`src/rtl/pwm_am_stream_modulator.sv`:
```
// AM PWM modulator: one buffered amplitude sample per PWM symbol, with
// left-aligned or centred pulses and a hold-or-zero policy on buffer underrun.
module pwm_am_stream_modulator #(
    parameter int CLKS_PER_STEP = 4,
    parameter int PWM_STEPS     = 64,
    parameter int SAMPLE_WIDTH  = 7,
    parameter int CENTERED      = 0,
    parameter int UNDERRUN_HOLD = 1
) (
    input  logic                    clk,
    input  logic                    rst,
    input  logic                    enable,
    input  logic [SAMPLE_WIDTH-1:0] sample_data,
    input  logic                    sample_valid,
    output logic                    sample_ready,
    output logic                    pwm,
    output logic                    symb_tick,
    output logic                    underrun
);

    // Compare width leaves headroom so start+duty never wraps at full duty.
    localparam int CW  = $clog2(PWM_STEPS + 1) + 1;
    localparam int SCW = (CLKS_PER_STEP > 1) ? $clog2(CLKS_PER_STEP) : 1;
    localparam int PW  = $clog2(PWM_STEPS);
    localparam int LW  = (SAMPLE_WIDTH > CW) ? SAMPLE_WIDTH : CW;

    localparam logic [SCW-1:0] STEP_LAST = SCW'(CLKS_PER_STEP - 1);
    localparam logic [PW-1:0]  POS_LAST  = PW'(PWM_STEPS - 1);
    localparam logic [CW-1:0]  STEPS_C   = CW'(PWM_STEPS);
    localparam logic [LW-1:0]  STEPS_L   = LW'(PWM_STEPS);

    typedef enum logic {
        IDLE = 1'b0,
        RUN  = 1'b1
    } state_t;

    state_t                  state;
    logic [SCW-1:0]          step_cnt;
    logic [PW-1:0]           pos;
    logic [CW-1:0]           duty;
    logic [SAMPLE_WIDTH-1:0] buf_data;
    logic                    buf_full;

    logic                    step_tick;
    logic                    sym_end;
    logic                    accept;
    logic                    hit;
    logic [LW-1:0]           buf_l;
    logic [CW-1:0]           buf_sat;
    logic [CW-1:0]           pos_c;
    logic [CW-1:0]           start;
    logic [CW-1:0]           stop;

    always_comb begin
        step_tick = enable && (step_cnt == STEP_LAST);
        sym_end   = step_tick && (pos == POS_LAST);
        accept    = sample_valid && !buf_full;
        buf_l     = LW'(buf_data);
        buf_sat   = (buf_l > STEPS_L) ? STEPS_C : CW'(buf_l);
        pos_c     = CW'(pos);
        // Left-aligned is the centred window with its start pinned to 0.
        start     = (CENTERED != 0) ? ((STEPS_C - duty) >> 1) : '0;
        stop      = start + duty;
        hit       = (pos_c >= start) && (pos_c < stop);
    end

    assign sample_ready = ~buf_full;
    assign symb_tick    = sym_end;
    assign underrun     = sym_end & ~buf_full;

    always_ff @(posedge clk or posedge rst) begin
        if (rst) begin
            state    <= IDLE;
            step_cnt <= '0;
            pos      <= '0;
            duty     <= '0;
            buf_data <= '0;
            buf_full <= 1'b0;
            pwm      <= 1'b0;
        end else begin
            pwm <= enable & hit;

            case (state)
                IDLE:    if (enable)  state <= RUN;
                RUN:     if (!enable) state <= IDLE;
                default: state <= IDLE;
            endcase

            if (!enable) begin
                step_cnt <= '0;
                pos      <= '0;
            end else if (step_tick) begin
                step_cnt <= '0;
                pos      <= (pos == POS_LAST) ? '0 : pos + 1'b1;
            end else begin
                step_cnt <= step_cnt + 1'b1;
            end

            // Duty only changes at a symbol boundary, so every symbol is whole.
            if (sym_end) begin
                if (buf_full) begin
                    duty     <= buf_sat;
                    buf_full <= 1'b0;
                end else if (UNDERRUN_HOLD == 0) begin
                    duty <= '0;
                end
            end

            if (accept) begin
                buf_data <= sample_data;
                buf_full <= 1'b1;
            end
        end
    end

endmodule

```
`config.mk`:
```
export PLATFORM = sky130hd
export DESIGN_NAME = pwm_am_stream_modulator
export DESIGN_NICKNAME = d
export VERILOG_FILES = /design/src/rtl/pwm_am_stream_modulator.sv
export SDC_FILE = /design/constraint.sdc
export NUM_CORES = 1
export LEC_CHECK = 0
export ABC_AREA = 0
export CAP_MARGIN = 20
export CORE_MARGIN = 2
export CORE_UTILIZATION = 50
export DETAILED_ROUTE_END_ITERATION = 10
export PLACE_DENSITY_LB_ADDON = 0.1
export SYNTH_ARGS = -nofsm -noshare
export SYNTH_HDL_FRONTEND = slang
export SYNTH_SLANG_ARGS = --single-unit
```
`constraint.sdc`:
```
create_clock -name clk -period 2.25 [get_ports clk]
set_input_delay 0.3375 -clock clk [delete_from_list [all_inputs] [get_ports clk]]
set_output_delay 0.3375 -clock clk [all_outputs]
set_load 0.01 [all_outputs]
```
==> results of run 1 <==
## synth_stat cells (2+ instances only)
cell type  count
xnor2_1        2
mux2i_1        7
nand4_1        3
nor2b_1        4
a21boi_0       3
nand2_1        4
a21oi_1        4
clkbuf_1       2
nor2_1         3
mux2_2         7
dfrtp_1       24
mux2_4         2
inv_1          8
ha_1           7
o21ai_0        3
nand2b_1       7
and2_1         2
## logic make-up (layout without fill, tap and decap cells)
group,count (synthesis),after routing,share of synthesized area [%]
DFF,24,24,49.8
AOI/OAI and AO/OA,12,12,6.02
and+or+nand+nor,32,32,17.5
xor gates and xnor gates,2,2,1.45
muxes,16,16,14.8
adders and majority gates,7,7,7.26
buffers and inverters,10,33,3.11
## sequential cells by signal, summed over array words and instances, names as in the netlist
signal / flops
pos: 6
pwm: 1
buf_data: 7
duty: 7
step_cnt: 2
buf_full: 1
## cell type report
| cell class | instances | share of cell area, % |
|---|---|---|
| flip-flops and latches | 24 | 41.1 |
| multi-input cells | 69 | 38.7 |
| repair buffers | 21 | 13.3 |
| clock buffers | 4 | 2.46 |
| well taps | 28 | 2.38 |
| inverters | 8 | 2.04 |
## report_power, final
part           switching [W]  internal [W]  total (W)
Combinational      0.0000308     0.0000511  0.0000819
Sequential         0.0000173      0.000454   0.000472
Clock               0.000127     0.0000990   0.000226
Total               0.000175      0.000604   0.000779
## what timing repair did
action,in CTS,in global routing
pin swaps,0,0
hold buffers,0,0
gates resized for setup,4,2
buffers inserted,0,2
endpoints found under the setup margin,1,1
## path summary, 6_finish.rpt
kind / start / endpoint
worst max-delay path: pos[0] / symb_tick
worst min-delay path: rst / step_cnt[1]
worst max register to register: pos[0] / duty[1]
worst min register to register: step_cnt[0] / step_cnt[0]
max in group asynchronous: rst / pos[1]
min in group clk: step_cnt[0] / step_cnt[0]
## routing by layer
| metal | up-vias | global-route usage [%] |
|---|---|---|
| met5 | - | 0 |
| met4 | 0 | 8.97 |
| met3 | 5 | 2.82 |
| met2 | 16 | 28.3 |
| met1 | 379 | 22.4 |
| li1 | 409 | - |
## worst max-delay path: cells and delay by family, from the launching register on
kind          cells  cell delay [ns]
simple gates      2             0.25
flops             1             0.42
buf+inv           1             0.54
fa+ha+maj         1             0.24
## per-stage QoR
| step | setup slack [ns] | std cells | total power (W) | hold WS [ns] |
|---|---|---|---|---|
| 2_1_floorplan | 0.620 | 103 | 0.000524 | 0.352 |
| 3_3_place_gp | 0.271 | 148 | 0.000559 | 0.427 |
| 3_5_place_dp | 0.250 | 148 | 0.000562 | 0.433 |
| 4_1_cts | 0.0211 | 152 | 0.000788 | 0.347 |
| 5_1_grt | 0.0483 | 154 | 0.000820 | 0.385 |
| 6_report | 0.143 | 154 | 0.000779 | 0.349 |
==> impl_metrics.py, run 1 <==
metrics = {
    "outcome": {
        "run_status": "complete, no violations",
    },
    "die": {
        "rows": 17,
        "io_pins": 15,
        "core_um2": 2250,
        "die_h_um": 53.1,
        "die-area_um2": 2820,
        "initial_core_util_pct": 53.5,
        "fp.dieW_um": 53.1,
    },
    "logic_synthesis": {
        "async_flop_share_pct": 100,
        "synth-seq-area-share_pct": 49.8,
        "synth_top_area_share_pct": 49.8,
        "avgSynthCellArea_um2": 11.7,
        "synthesis.nets": 121,
        "ys_ff_latch": 24,
        "synthTopCellsByArea": "dfrtp_1 (50%), ha_1 (7.3%), mux2_2 (6.5%)",
        "yosysTopAreaCell": "dfrtp_1",
        "synth_edf_count": 0,
        "synth_cells": 103,
        "synth_warnings": 0,
        "ys_types": 28,
        "syn_area_um2": 1210,
        "synth-main-ff-cell": "dfrtp_1",
    },
    "finish": {
        "drive_above_1_share_pct": 22.2,
        "layout_commonest_cell": "dfrtp_1",
        "multi_input_area_um2": 571,
        "final_cell_mix": "dfrtp_1 (20), clkdlybuf4s50_1 (13), inv_1 (8)",
        "regArea_um2": 606,
        "post-route-util_pct": 65.3,
        "n_antenna_cell": 0,
        "fin_area_um2": 1470,
        "final_nets": 145,
        "fill_cells": 189,
        "area_growth_pct": 22.1,
    },
    "routing": {
        "dr_wl_met3_um": 65,
        "routedWlPerCell_um": 12.7,
        "first_pass_iters": 4,
        "wl_met2_um": 938,
        "maxUsedRoutingLayer": "met4",
        "drt_iter0_markers": 7,
        "ant_nets": 0,
        "drc": 0,
        "num_vias": 809,
        "finalWirelength_um": 1960,
        "viasPerCell": 5.25,
        "wl_met1_um": 911,
    },
    "pwr": {
        "p_leak_nw": 0.675,
        "irDropWorstVdd_uv": 451,
        "p_per_area_nw_per_um2": 529,
    },
    "flow_run": {
        "maxCapViolations": 0,
    },
    "critical_path": {
        "reg2reg_depth": 5,
        "endpoint_kind": "primary output",
        "path_cells": "ha_2 > nand3_4 > nor2_1 > clkdlybuf4s50_1",
        "max_stage_delay_ns": 0.54,
        "path_class": "register to primary output",
        "slowest_stage": "clkdlybuf4s50_1",
        "arrival_ns": 1.77,
        "cp_max_fo": 6,
        "reg2reg_setup_slack_ns": 0.69,
        "start_kind": "register",
        "required_ns": 1.91,
    },
    "cts": {
        "root_buffer": "clkbuf_4",
        "cts.sinks": 24,
        "path_clk_slew_ns": 0.13,
        "clkLatencyLatePin_ns": 0.31,
        "cts_tree": "built",
        "cts_buffers": 3,
        "htree_levels": 1,
        "cts_buffer_depth": 2,
    },
    "timing": {
        "finalSetupViolations": 0,
        "timing.final.crit_share_pct": 93.7,
        "rsz0062_at_grt": "false",
        "clock_skew_ns": 0.00176,
        "slew_violations": 0,
        "fmax_mhz": 475,
        "worst_pin_slew_ns": 0.307,
        "period_minus_slack_ns": 2.11,
        "hold_viol_final": 0,
        "setup_tns_ns": 0,
        "relSlewSlack_pct": 79.5,
    },
    "place": {
        "io_buffers": 14,
        "place_congestion": 0.793,
        "hpwlAfterDp_um": 1470,
        "placed_area_um2": 1410,
    },
    "global_route": {
        "grt_overflow": 0,
        "grt_usage_pct": 17.5,
        "antenna_found_initial": 0,
        "grt_max_degree": 25,
        "grt_pass1_wl_um": 3480,
        "grt_pass1_vias": 801,
    },
    "hold_path": {
        "hold_class": "input pin to asynchronous set/reset pin",
    },
}
Power figures use the tool's default switching activity.
==> inputs of run 2 (changes only) <==
Settings changed: ABC_AREA 0 to default, CTS_CLUSTER_DIAMETER from default to 120, CTS_CLUSTER_SIZE from default to 30.
==> results of run 2 <==
No change in the layout: final DEF, timing and power equal those of run 1.
==> inputs of run 3 (changes only) <==
Settings changed: MAX_ROUTING_LAYER from default to met4.
==> impl_metrics.py, run 3 (synthesis results as in run 1) <==
metrics = {
    "die": {
        "rows": 17,
        "fp.dieW_um": 53.1,
        "io_pins": 15,
        "initial_core_util_pct": 53.5,
        "die_h_um": 53.1,
        "die-area_um2": 2820,
        "core_um2": 2250,
    },
    "routing": {
        "viasPerCell": 5.30,
        "drt_iter0_markers": 3,
        "routedWlPerCell_um": 12.7,
        "finalWirelength_um": 1960,
        "ant_nets": 0,
        "drc": 0,
        "num_vias": 816,
        "first_pass_iters": 4,
    },
    "cts": {
        "cts_tree": "built",
        "cts.sinks": 24,
        "cts_buffers": 3,
        "htree_levels": 1,
        "clkLatencyLatePin_ns": 0.31,
        "root_buffer": "clkbuf_4",
        "path_clk_slew_ns": 0.13,
        "cts_buffer_depth": 2,
        "cts_hold_buf": 0,
    },
    "timing": {
        "timing.final.crit_share_pct": 93.7,
        "finalSetupViolations": 0,
        "relSlewSlack_pct": 79.4,
        "setup_tns_ns": 0,
        "worst_pin_slew_ns": 0.309,
        "clock_skew_ns": 0.00386,
        "slew_violations": 0,
        "fmax_mhz": 474,
        "rsz0062_at_grt": "false",
        "hold_viol_final": 0,
        "period_minus_slack_ns": 2.11,
    },
    "critical_path": {
        "reg2reg_setup_slack_ns": 0.69,
        "reg2reg_depth": 5,
        "required_ns": 1.91,
        "r2r-start": "pos[0]",
        "crit_family": "buffers and inverters",
        "path_cells": "ha_2 > nand3_4 > nor2_1 > clkdlybuf4s50_1",
        "slowest_stage": "clkdlybuf4s50_1",
        "max_stage_delay_ns": 0.54,
        "endpoint_kind": "primary output",
        "start_kind": "register",
        "path_buf_inv": 1,
        "arrival_ns": 1.77,
        "path_class": "register to primary output",
        "rr_endpoint": "duty[1]",
        "cp_max_fo": 6,
    },
    "finish": {
        "layout_commonest_cell": "dfrtp_1",
        "final_nets": 145,
        "post-route-util_pct": 65.3,
        "stdcell_count": 154,
        "final_cell_mix": "dfrtp_1 (20), clkdlybuf4s50_1 (13), inv_1 (8)",
        "drive_above_1_share_pct": 22.2,
        "fill_cells": 189,
        "n_antenna_cell": 0,
        "area_growth_pct": 22.1,
        "reg_top3": "buf_data (7), duty (7), pos (6)",
    },
    "pwr": {
        "post-layout-total-power_w": 0.000778,
        "p_per_area_nw_per_um2": 528,
        "irDropWorstVdd_uv": 451,
        "p_leak_nw": 0.675,
    },
    "place": {
        "dp.cells": 148,
        "io_buffers": 14,
        "hpwlAfterDp_um": 1470,
        "place_congestion": 0.804,
    },
    "global_route": {
        "grt_max_degree": 25,
        "grt_pass1_vias": 802,
        "grt_overflow": 0,
        "grt_pass1_wl_um": 3480,
        "grt_usage_pct": 17.9,
        "antenna_found_initial": 0,
    },
    "outcome": {
        "run_status": "complete, no violations",
    },
    "flow_run": {
        "maxCapViolations": 0,
    },
    "hold_path": {
        "hold_class": "input pin to asynchronous set/reset pin",
    },
}
## run 3: cell counts in the layout (fill, tap and decap cells not counted)
Identical to the previous run, type by type.
## run 3: cell type report
type / instances / area (um2) / area share (%)
Sequential cell: 24 / 606 / 41.1
Multi-Input combinational cell: 69 / 571 / 38.7
Timing Repair Buffer: 21 / 195 / 13.3
Clock buffer: 4 / 36.3 / 2.46
Tap cell: 28 / 35.0 / 2.38
Inverter: 8 / 30.0 / 2.04
## run 3: power breakdown
part	internal, W	switching (W)	total (W)
combinational	0.0000512	0.0000308	0.0000820
clock	0.0000990	0.000125	0.000224
sequential	0.000454	0.0000173	0.000472
total	0.000604	0.000173	0.000778
## run 3: repair_timing
action | CTS | global route
cloned | 0 | 0
endpoints found under the setup margin | 1 | 1
buffers inserted | 0 | 2
pin swaps | 0 | 0
gates resized for setup | 4 | 2
## run 3: worst max-delay path by stage
stage,start,endpoint,slack (ns),depth (start not counted)
3_3_place_gp,enable,underrun,0.27,4
5_1_grt,pos[0],symb_tick,0.05,4
4_1_cts,pos[0],underrun,0.02,4
2_1_floorplan,pos[0],duty[0],0.62,4
3_5_place_dp,enable,underrun,0.25,4
6_report,pos[0],symb_tick,0.14,4
## run 3: through the flow
stage | area [um2] | worst slack, ns | hold WS (ns)
after floorplan | 1210 | 0.620 | 0.352
after global placement | 1410 | 0.271 | 0.427
after detailed placement | 1410 | 0.250 | 0.433
after CTS | 1450 | 0.0211 | 0.347
after global routing | 1470 | 0.0483 | 0.386
final | 1470 | 0.142 | 0.348
## run 3: tightest hold or removal path, stage by stage
cell             delay [ns]
clkdlybuf4s50_1        0.39
inv_1                  0.05
buf_4                  0.29
## run 3: per-layer routing
layer	track usage [%]	part of all wire (%)	up-vias	wire (um)
met4	8.97	2.1	0	42
li1	-	-	408	-
met2	28.1	49	16	953
met1	22.6	46	387	891
met5	-	0	-	0
met3	2.82	3.4	5	67
==> variant: new RTL, settings of run 3 <==
The output `pwm` loses its register stage (`pwm` becomes a continuous assignment).
--- a/src/rtl/pwm_am_stream_modulator.sv
+++ b/src/rtl/pwm_am_stream_modulator.sv
@@ -77,7 +77,5 @@
             buf_data <= '0;
             buf_full <= 1'b0;
-            pwm      <= 1'b0;
         end else begin
-            pwm <= enable & hit;
 
             case (state)
@@ -114,4 +112,6 @@
     end
 
+    assign pwm = enable & hit;
+
 endmodule
 
Check against the original RTL: no difference found for any inputs over 10 cycles, from zero or initial values and one cycle with rst high; that may be too few to reach the edited logic, so the function may still have changed.
==> variant against run 3 <==
- maximum frequency fell by 2.4%
- routed wire length increased by 5.8%
- first-iteration DRC count is 100% higher
- sequential cell count decreased by 1
- area after synthesis decreased by 2.1%
- worst setup slack got worse by 0.052 ns
- hold slack worse by 0.012 ns
- critical path depth up 1
- final cell count stayed put
- sequential power shrank 4.2%
- total power fell by 5.3%
- largest power group unchanged
- design area fell by 2.7%
==> variant: results (changes against run 3) <==
----------------------------------------------------
[Detailed routing]
  Vias ... 798 (-2.2%)
  Drt first pass iters ... 4 (unchanged)
  WL/cell ... 13.4 um (+5.8%)
  Drt first-iter violations ... 6 (+3)

[Critical path]
  Crit Path Max Fanout ... 6 (unchanged)
  First element of the critical path ... pos[2]
  CP Data Arrival Time ... 1.82 ns (+0.05 ns)

[Placement]
  Half-perimeter wire length after placement ... 1.55 mm (+5.9%)
  Placer Congestion ... 0.714 (-11%)

[Yosys]
  Distinct cell type count of the synthesized netlist ... 28 (unchanged)
  Top cells by count, synth ... 23 x sky130_fd_sc_hd__dfrtp_1, 8 x sky130_fd_sc_hd__inv_1
  Post-Syn Nets ... 120 (-0.83%)
  Proportion of synthesized chip area in sequential cells ... 0.487 (-0.0106)

[Power]
  Highest ir drop seen on vdd ... 390 uV (-13%)
  Total leakage power ... 0.657 nW (-2.6%)

[Timing]
  Worst slew pin tran ... 0.315 ns (+0.00565 ns)
  Post-route clock skew ... 0.00175 ns (-0.00210 ns)

[Global route]
  Overall global routing resource usage ... 0.184 (+0.00485)
  Wire length of the first global-routing pass ... 3.46 mm (-0.60%)
  Pin count of the biggest net entering global routing ... 24 (-4.0%)
  Via count of the first global-routing pass ... 767 (-4.4%)

[Layout]
  Number of diodes added for antenna fixing ... 0 (unchanged)
  Fill cell instance count of the final layout ... 182 (-3.7%)
  Area growth from synthesis to layout ... 21.3%
  Share of layout cells above drive strength 1 ... 0.214 (-0.00794)

[Run status]
  Run status ... completed

----------------------------------------------------
variant: timing repair:
action,CTS,global route
setup endpoints to repair,2,1
pin swaps,0,1
resized for setup,7,1
hold endpoints to repair,0,0
variant: kinds of logic after synthesis:
kind of cell             count (synthesis)  share of synthesized area
adder cells (fa/ha/maj)                  7                     0.0741
buffers and inverters                   10                     0.0318
AO/OA/AOI/OAI                           12                     0.0614
XOR/XNOR                                 2                     0.0148
AND/OR/NAND/NOR                         32                      0.179
multiplexers                            16                      0.151
flip-flops                              23                      0.487
variant: worst max-delay path, delay by kind of cell, from the launching register on:
kind	cells	cell delay, ns
buf+inv	2	0.68
flops	1	0.39
simple gates	3	0.43
variant: path summary, 6_finish.rpt:
check | slack [ns] | cells after the start | to
max | 0.09 | 5 | symb_tick
max in group asynchronous | 1.68 | 3 | pos[0]
max reg2reg | 0.59 | 6 | duty[4]
min reg2reg | 0.45 | 1 | step_cnt[0]
min in group clk | 0.45 | 1 | step_cnt[0]
min | 0.34 | 3 | step_cnt[0]
variant: final cells by class:
| type | count | area share |
|---|---|---|
| Inverter | 8 | 0.0210 |
| Sequential cell | 23 | 0.403 |
| Clock inverter | 1 | 0.00349 |
| Multi-Input combinational cell | 69 | 0.397 |
| Timing Repair Buffer | 22 | 0.135 |
| Clock buffer | 3 | 0.0157 |
| Tap cell | 28 | 0.0245 |
variant: power by group:
part           leakage, nW  switching [mW]  internal [mW]
Clock               0.0177           0.132         0.0665
Combinational        0.366          0.0337         0.0515
Sequential           0.273          0.0166          0.436
Total                0.657           0.183          0.554
variant: stage by stage:
step	total power [mW]	setup WS, ns	hold slack [ns]	instances
6_report	0.736	0.0899	0.336	154
5_1_grt	0.775	0.0147	0.360	154
4_1_cts	0.740	0.0132	0.350	154
3_5_place_dp	0.548	0.0345	0.435	150
3_3_place_gp	0.543	0.0666	0.425	150
2_1_floorplan	0.505	0.391	0.339	102
variant: metal layers:
layer  wire length (um)  track usage
met5                  0            -
met4                 41       0.0897
met3                 55       0.0343
met2                972        0.283
met1                999        0.234
